### src/rtl/cacheline_arbiter_if.sv
// Cache-side and memory-side signals around the cacheline arbiter.
// The arbiter uses "slave"; the caches and memory around it use "master".
interface cacheline_arbiter_if #(
  parameter int LINE_W = 256,
  parameter int ADDR_W = 32
);
  logic              i_read;
  logic [ADDR_W-1:0] i_addr;
  logic [LINE_W-1:0] i_rdata;
  logic              i_resp;
  logic              d_read;
  logic              d_write;
  logic [ADDR_W-1:0] d_addr;
  logic [LINE_W-1:0] d_wdata;
  logic [LINE_W-1:0] d_rdata;
  logic              d_resp;
  logic              mem_read;
  logic              mem_write;
  logic [ADDR_W-1:0] mem_addr;
  logic [LINE_W-1:0] mem_wdata;
  logic [LINE_W-1:0] mem_rdata;
  logic              mem_resp;

  modport slave (
    input  i_read, i_addr, d_read, d_write, d_addr, d_wdata, mem_rdata, mem_resp,
    output i_rdata, i_resp, d_rdata, d_resp, mem_read, mem_write, mem_addr, mem_wdata
  );

  modport master (
    output i_read, i_addr, d_read, d_write, d_addr, d_wdata, mem_rdata, mem_resp,
    input  i_rdata, i_resp, d_rdata, d_resp, mem_read, mem_write, mem_addr, mem_wdata
  );
endinterface

### src/rtl/cacheline_arbiter.sv
// Round-robin arbiter sharing one line-wide memory port between an
// instruction cache (read only) and a data cache (read and write-back).
module cacheline_arbiter #(
  parameter int LINE_W = 256,
  parameter int ADDR_W = 32
) (
  input  logic               clk,
  input  logic               rst,
  cacheline_arbiter_if.slave bus
);

  typedef enum logic [1:0] {
    IDLE   = 2'd0,
    BUSY_I = 2'd1,
    BUSY_D = 2'd2,
    DONE   = 2'd3
  } state_t;

  typedef enum logic {
    GRANT_I = 1'b0,
    GRANT_D = 1'b1
  } grant_t;

  state_t            state_r;
  state_t            state_nxt_s;
  grant_t            last_grant_r;
  grant_t            last_grant_nxt_s;
  grant_t            grant_who_s;
  logic [ADDR_W-1:0] addr_r;
  logic [ADDR_W-1:0] addr_nxt_s;
  logic [LINE_W-1:0] wdata_r;
  logic [LINE_W-1:0] wdata_nxt_s;
  logic              mem_read_r;
  logic              mem_read_nxt_s;
  logic              mem_write_r;
  logic              mem_write_nxt_s;
  logic              grant_write_s;
  logic              i_req_s;
  logic              d_req_s;
  logic              i_resp_s;
  logic              d_resp_s;

  // Winner selection: a lone requester wins, a tie goes to whoever was not granted last.
  always_comb begin
    i_req_s = bus.i_read;
    d_req_s = bus.d_read | bus.d_write;
    if (i_req_s && d_req_s) begin
      grant_who_s = (last_grant_r == GRANT_I) ? GRANT_D : GRANT_I;
    end else if (d_req_s) begin
      grant_who_s = GRANT_D;
    end else begin
      grant_who_s = GRANT_I;
    end
  end

  // Next-state, transaction capture and response decode.
  always_comb begin
    state_nxt_s      = state_r;
    last_grant_nxt_s = last_grant_r;
    addr_nxt_s       = addr_r;
    wdata_nxt_s      = wdata_r;
    mem_read_nxt_s   = 1'b0;
    mem_write_nxt_s  = 1'b0;
    grant_write_s    = 1'b0;
    i_resp_s         = 1'b0;
    d_resp_s         = 1'b0;
    case (state_r)
      IDLE: begin
        if (i_req_s || d_req_s) begin
          last_grant_nxt_s = grant_who_s;
          if (grant_who_s == GRANT_D) begin
            state_nxt_s   = BUSY_D;
            addr_nxt_s    = bus.d_addr;
            wdata_nxt_s   = bus.d_wdata;
            // A simultaneous read and write-back resolves to the write-back.
            grant_write_s = bus.d_write;
          end else begin
            state_nxt_s   = BUSY_I;
            addr_nxt_s    = bus.i_addr;
            wdata_nxt_s   = {LINE_W{1'b0}};
            grant_write_s = 1'b0;
          end
          mem_read_nxt_s  = ~grant_write_s;
          mem_write_nxt_s = grant_write_s;
        end else begin
          state_nxt_s = IDLE;
        end
      end
      BUSY_I: begin
        if (bus.mem_resp) begin
          i_resp_s    = rst;
          state_nxt_s = DONE;
        end else begin
          mem_read_nxt_s  = mem_read_r;
          mem_write_nxt_s = mem_write_r;
        end
      end
      BUSY_D: begin
        if (bus.mem_resp) begin
          d_resp_s    = rst;
          state_nxt_s = DONE;
        end else begin
          mem_read_nxt_s  = mem_read_r;
          mem_write_nxt_s = mem_write_r;
        end
      end
      DONE: begin
        // One quiet cycle so a requester that just got its response can drop.
        state_nxt_s = IDLE;
      end
      default: begin
        state_nxt_s = IDLE;
      end
    endcase
  end

  // State and captured-transaction registers with synchronous active-low reset.
  always_ff @(posedge clk) begin
    if (!rst) begin
      state_r      <= IDLE;
      last_grant_r <= GRANT_I;
      addr_r       <= {ADDR_W{1'b0}};
      wdata_r      <= {LINE_W{1'b0}};
      mem_read_r   <= 1'b0;
      mem_write_r  <= 1'b0;
    end else begin
      state_r      <= state_nxt_s;
      last_grant_r <= last_grant_nxt_s;
      addr_r       <= addr_nxt_s;
      wdata_r      <= wdata_nxt_s;
      mem_read_r   <= mem_read_nxt_s;
      mem_write_r  <= mem_write_nxt_s;
    end
  end

  assign bus.mem_read  = mem_read_r;
  assign bus.mem_write = mem_write_r;
  assign bus.mem_addr  = addr_r;
  assign bus.mem_wdata = wdata_r;
  assign bus.i_resp    = i_resp_s;
  assign bus.d_resp    = d_resp_s;
  assign bus.i_rdata   = bus.mem_rdata;
  assign bus.d_rdata   = bus.mem_rdata;

endmodule

### src/flat_wrapper.sv
// flat-port wrapper written by rule: the top's interface ports become plain ports
module cacheline_arbiter_flat 
#(
  parameter int LINE_W = 256,
  parameter int ADDR_W = 32
)
  (clk, rst, bus_i_read, bus_i_addr, bus_d_read, bus_d_write, bus_d_addr, bus_d_wdata, bus_mem_rdata, bus_mem_resp, bus_i_rdata, bus_i_resp, bus_d_rdata, bus_d_resp, bus_mem_read, bus_mem_write, bus_mem_addr, bus_mem_wdata);
  cacheline_arbiter_if #(.LINE_W(LINE_W), .ADDR_W(ADDR_W)) bus_i ();
  input  logic clk;
  input  logic rst;
  input wire logic [$bits(bus_i.i_read)-1:0] bus_i_read;
  input wire logic [$bits(bus_i.i_addr)-1:0] bus_i_addr;
  input wire logic [$bits(bus_i.d_read)-1:0] bus_d_read;
  input wire logic [$bits(bus_i.d_write)-1:0] bus_d_write;
  input wire logic [$bits(bus_i.d_addr)-1:0] bus_d_addr;
  input wire logic [$bits(bus_i.d_wdata)-1:0] bus_d_wdata;
  input wire logic [$bits(bus_i.mem_rdata)-1:0] bus_mem_rdata;
  input wire logic [$bits(bus_i.mem_resp)-1:0] bus_mem_resp;
  output wire logic [$bits(bus_i.i_rdata)-1:0] bus_i_rdata;
  output wire logic [$bits(bus_i.i_resp)-1:0] bus_i_resp;
  output wire logic [$bits(bus_i.d_rdata)-1:0] bus_d_rdata;
  output wire logic [$bits(bus_i.d_resp)-1:0] bus_d_resp;
  output wire logic [$bits(bus_i.mem_read)-1:0] bus_mem_read;
  output wire logic [$bits(bus_i.mem_write)-1:0] bus_mem_write;
  output wire logic [$bits(bus_i.mem_addr)-1:0] bus_mem_addr;
  output wire logic [$bits(bus_i.mem_wdata)-1:0] bus_mem_wdata;
  assign bus_i.i_read = bus_i_read;
  assign bus_i.i_addr = bus_i_addr;
  assign bus_i.d_read = bus_d_read;
  assign bus_i.d_write = bus_d_write;
  assign bus_i.d_addr = bus_d_addr;
  assign bus_i.d_wdata = bus_d_wdata;
  assign bus_i.mem_rdata = bus_mem_rdata;
  assign bus_i.mem_resp = bus_mem_resp;
  assign bus_i_rdata = bus_i.i_rdata;
  assign bus_i_resp = bus_i.i_resp;
  assign bus_d_rdata = bus_i.d_rdata;
  assign bus_d_resp = bus_i.d_resp;
  assign bus_mem_read = bus_i.mem_read;
  assign bus_mem_write = bus_i.mem_write;
  assign bus_mem_addr = bus_i.mem_addr;
  assign bus_mem_wdata = bus_i.mem_wdata;
  cacheline_arbiter #(.LINE_W(LINE_W), .ADDR_W(ADDR_W)) u_core (.clk(clk), .rst(rst), .bus(bus_i));
endmodule
### config.mk
export PLATFORM = sky130hd
export DESIGN_NAME = cacheline_arbiter_flat
export DESIGN_NICKNAME = d
export VERILOG_FILES = /design/src/rtl/cacheline_arbiter_if.sv /design/src/rtl/cacheline_arbiter.sv /design/src/flat_wrapper.sv
export SDC_FILE = /design/constraint.sdc
export NUM_CORES = 1
export LEC_CHECK = 0
export CELL_PAD_IN_SITES_DETAIL_PLACEMENT = 0
export CELL_PAD_IN_SITES_GLOBAL_PLACEMENT = 1
export CORE_AREA = 2 2 547 549
export DETAILED_ROUTE_END_ITERATION = 6
export DIE_AREA = 0 0 549 551
export GPL_TIMING_DRIVEN = 0
export PLACE_DENSITY = 0.33
export SYNTH_ARGS = -nofsm -noshare
export SYNTH_HDL_FRONTEND = slang
export SYNTH_SLANG_ARGS = --single-unit
### constraint.sdc
create_clock -name clk -period 1.85 [get_ports clk]
set_input_delay 0.185 -clock clk [delete_from_list [all_inputs] [get_ports clk]]
set_output_delay 0.185 -clock clk [all_outputs]
set_load 0.01 [all_outputs]
==> results.ini <==
[status]
outcome=completed

[sta]
timing.final.ws_setup_ns=0.0325
report.final.slew_viol_count=0
finalHoldViolCount=0
tightest_slew_ns=1.10
finalSetupTns_ns=0
fin_hold_ws_ns=0.132
period_needed_ns=1.82
max_slew_margin=0.265
finalClockSkew_ns=0.0316
finalSetupViolCount=0
fmax_mhz=550
fin_crit_sh=0.982

[yosys]
netlist_top_cells_area=dfxtp_1 (41%), buf_4 (27%), a32oi_1 (16%)
synth.yosys.seq_area_share=0.410
postSynthCellCount=1609
netlist_area_sq_um=14300
yosys.area.top_type=dfxtp_1
ys_ff_latch=293
synth_nets=2195
ys_warn_count=0
synth_top_area_frac=0.410
syn_area_per_cell_sq_um=8.89
synthDistinctLibCells=27

[critical_path]
crit_path_start=u_core.bus.mem_wdata[7]
worstSetupPathType=flip-flop to primary output
cpPeakStageDelay_ns=0.63
cp.depth=1
worst-path-max-fanout=2
r2r_cells=7
end_kind=primary output
cp.required_ns=1.66
r2r_end=u_core.bus.mem_wdata[7]
critical_path.top_delay_family=buffers and inverters
crit_buf_inv=1
critPathArrivalTime_ns=1.63
worstSetupStartpointType=flip-flop
cp-endpoint=bus_mem_wdata[7]
rrSetupSlack_ns=0.08
crit_chain=clkdlybuf4s50_1
cp_slowest_cell=clkdlybuf4s50_1
r2r-start=u_core.state_r[1]

[die]
fp.dieW_microns=549
die-area_sq_um=302000
initial_utilization=0.0483
die_h_microns=551
io_pins=1386
rows=200
coreArea_sq_um=296000

[detailed_routing]
wl_per_cell_microns=28.1
vias=17000
wl_mm=190
vias_per_cell=2.51
drt_pass1_iterations=5
detailedRoute.firstIterationViolations=819
antenna_violating_nets_post_route=0
drc_errors=0

[power_and_ir_drop]
ir_worst_vdd_mv=0.643
p_per_area_nw_per_um2=1080
p_leak_nw=12.1
power_mw=34.9

[clocking]
cts_made_buffers=43
cts.path.max_buffers=3
worstSkewPairLatency_ns=0.64
cts_max_level=2
cts_num_sinks=293
cts_root_buf=clkbuf_16
path_clk_slew_ns=0.06
tritoncts=built

[flow_run]
cap_violations=0

[grt]
grt_start_max_net_pins=13
antenna_found_initial=85
grt_pass1_wl_mm=228
grt_use_total=0.119
grt-ovfl-total=0
grt_pass1_vias=17400

[layout]
area.growth.synth_to_final_pct=125
final_layout_size_suffix_gt1_frac=0.258
nNetsFinal=3376

[placed_design]
place.gp.congestion=0.811
hpwl_mm=173
place_ws_ns=-1.40
io_buffers=1127

[worst_hold_path]
min_path_cells=3
hold_path_class=input port to flip-flop

## placed cells by master (no fill, tap or decap), drive strengths merged, types with 2 or more instances in the layout
cell	count
clkdlybuf4s50	967
clkdlybuf4s15	19
dlygate4sd2	132
a21oi	3
a32oi	256
nor2	259
dfxtp	293
buf	582
inv	4
o21ai	32
and3	2
clkbuf	138
dlymetal6s2s	5
a31oi	32
nand2	69
ha	4
diode	15
bufinv	2
clkinv	6
## metrics by stage
step | cell area (sq um) | std cells | util
global route | 32200 | 6762 | 0.109
global placement | 30500 | 6675 | 0.103
floorplan | 14300 | 1609 | -
detailed placement | 30500 | 6675 | 0.103
CTS | 32000 | 6756 | 0.108
finish | 32200 | 6773 | 0.109
## power by group
| part | leakage [nW] | switching (mW) | internal (mW) |
|---|---|---|---|
| Combinational | 9.03 | 9.89 | 7.25 |
| Clock | 0.658 | 3.60 | 4.82 |
| Sequential | 2.42 | 1.33 | 8.03 |
| Total | 12.1 | 14.8 | 20.1 |
## final cells by class
| class | instances | area, sq um |
|---|---|---|
| timing repair buffer | 1136 | 11200 |
| tap | 3939 | 4930 |
| sequential | 293 | 5880 |
| clock inverter | 10 | 146 |
| fill | 34400 | 264000 |
| buffer | 644 | 4630 |
| multi-input combinational | 669 | 4120 |
| inverter | 3 | 11.3 |
| antenna | 15 | 37.5 |
| clock buffer | 64 | 1210 |
## synth_stat cells
| library cell | instances |
|---|---|
| buf_4 | 512 |
| dfxtp_1 | 293 |
| nor2_1 | 259 |
| a32oi_1 | 256 |
| clkbuf_1 | 70 |
| nand2_1 | 69 |
| buf_2 | 61 |
| a31oi_1 | 32 |
| o21ai_0 | 32 |
| ha_1 | 4 |
| a21oi_1 | 3 |
| and3_1 | 2 |
| inv_1 | 2 |
| a211o_1 | 1 |
| a221oi_1 | 1 |
| a22oi_1 | 1 |
| a2bb2oi_1 | 1 |
| buf_1 | 1 |
| inv_2 | 1 |
| nand2b_1 | 1 |
| nand4_1 | 1 |
| nor2b_1 | 1 |
| o211ai_1 | 1 |
| o221ai_1 | 1 |
| o2bb2ai_1 | 1 |
| o31a_1 | 1 |
| o31ai_4 | 1 |
## metal layers
layer | track usage | vias to the layer above | wire length, microns
li1 | - | 7550 | -
met1 | 0.144 | 8186 | 79100
met2 | 0.205 | 1121 | 90500
met3 | 0.0473 | 155 | 18200
met4 | 0.0141 | 4 | 2260
met5 | 0 | - | 24
## logic make-up (layout without fill, tap and decap cells)
logic type | count (synthesis) | in the layout | share of synthesized area
compound gates | 332 | 332 | 0.189
fa+ha+maj | 4 | 4 | 0.00350
buf+inv | 647 | 1857 | 0.309
flops | 293 | 293 | 0.410
other cells | 0 | 15 | 0
simple gates | 333 | 333 | 0.0882
## how the worst min path moves through the flow
stage | startpoint | end | slack, ns
3_5_place_dp | u_core.bus.mem_read | u_core.bus.mem_read | 0.46
3_3_place_gp | u_core.bus.mem_read | u_core.bus.mem_read | 0.46
4_1_cts | bus_d_addr[20] | u_core.bus.mem_addr[20] | 0.08
6_report | bus_d_addr[20] | u_core.bus.mem_addr[20] | 0.13
2_1_floorplan | bus_d_addr[10] | u_core.bus.mem_addr[10] | 0.34
5_1_grt | bus_i_addr[8] | u_core.bus.mem_addr[8] | 0.13
## sequential cells by signal (all words and copies together), names as in the netlist
register              flops
u_core.bus.mem_wdata    256
u_core.last_grant_r       1
u_core.state_r            2
u_core.bus.mem_read       1
u_core.bus.mem_write      1
u_core.bus.mem_addr      32
## worst register-to-register path, cell delays in order (launching register included)
cell,delay (ns)
dfxtp_1,0.37
inv_2,0.08
ha_4,0.17
buf_12,0.15
buf_4,0.17
clkbuf_2,0.30
a32oi_1,0.34
nor2_1,0.06
## repair_timing
item                                    CTS  global route
hold endpoints to repair                  1             0
hold buffers                              1             0
pin swaps                                 1             0
resized for setup                       296            41
endpoints found under the setup margin  451           265
setup buffers                             6             2
Power figures use the tool's default switching activity.
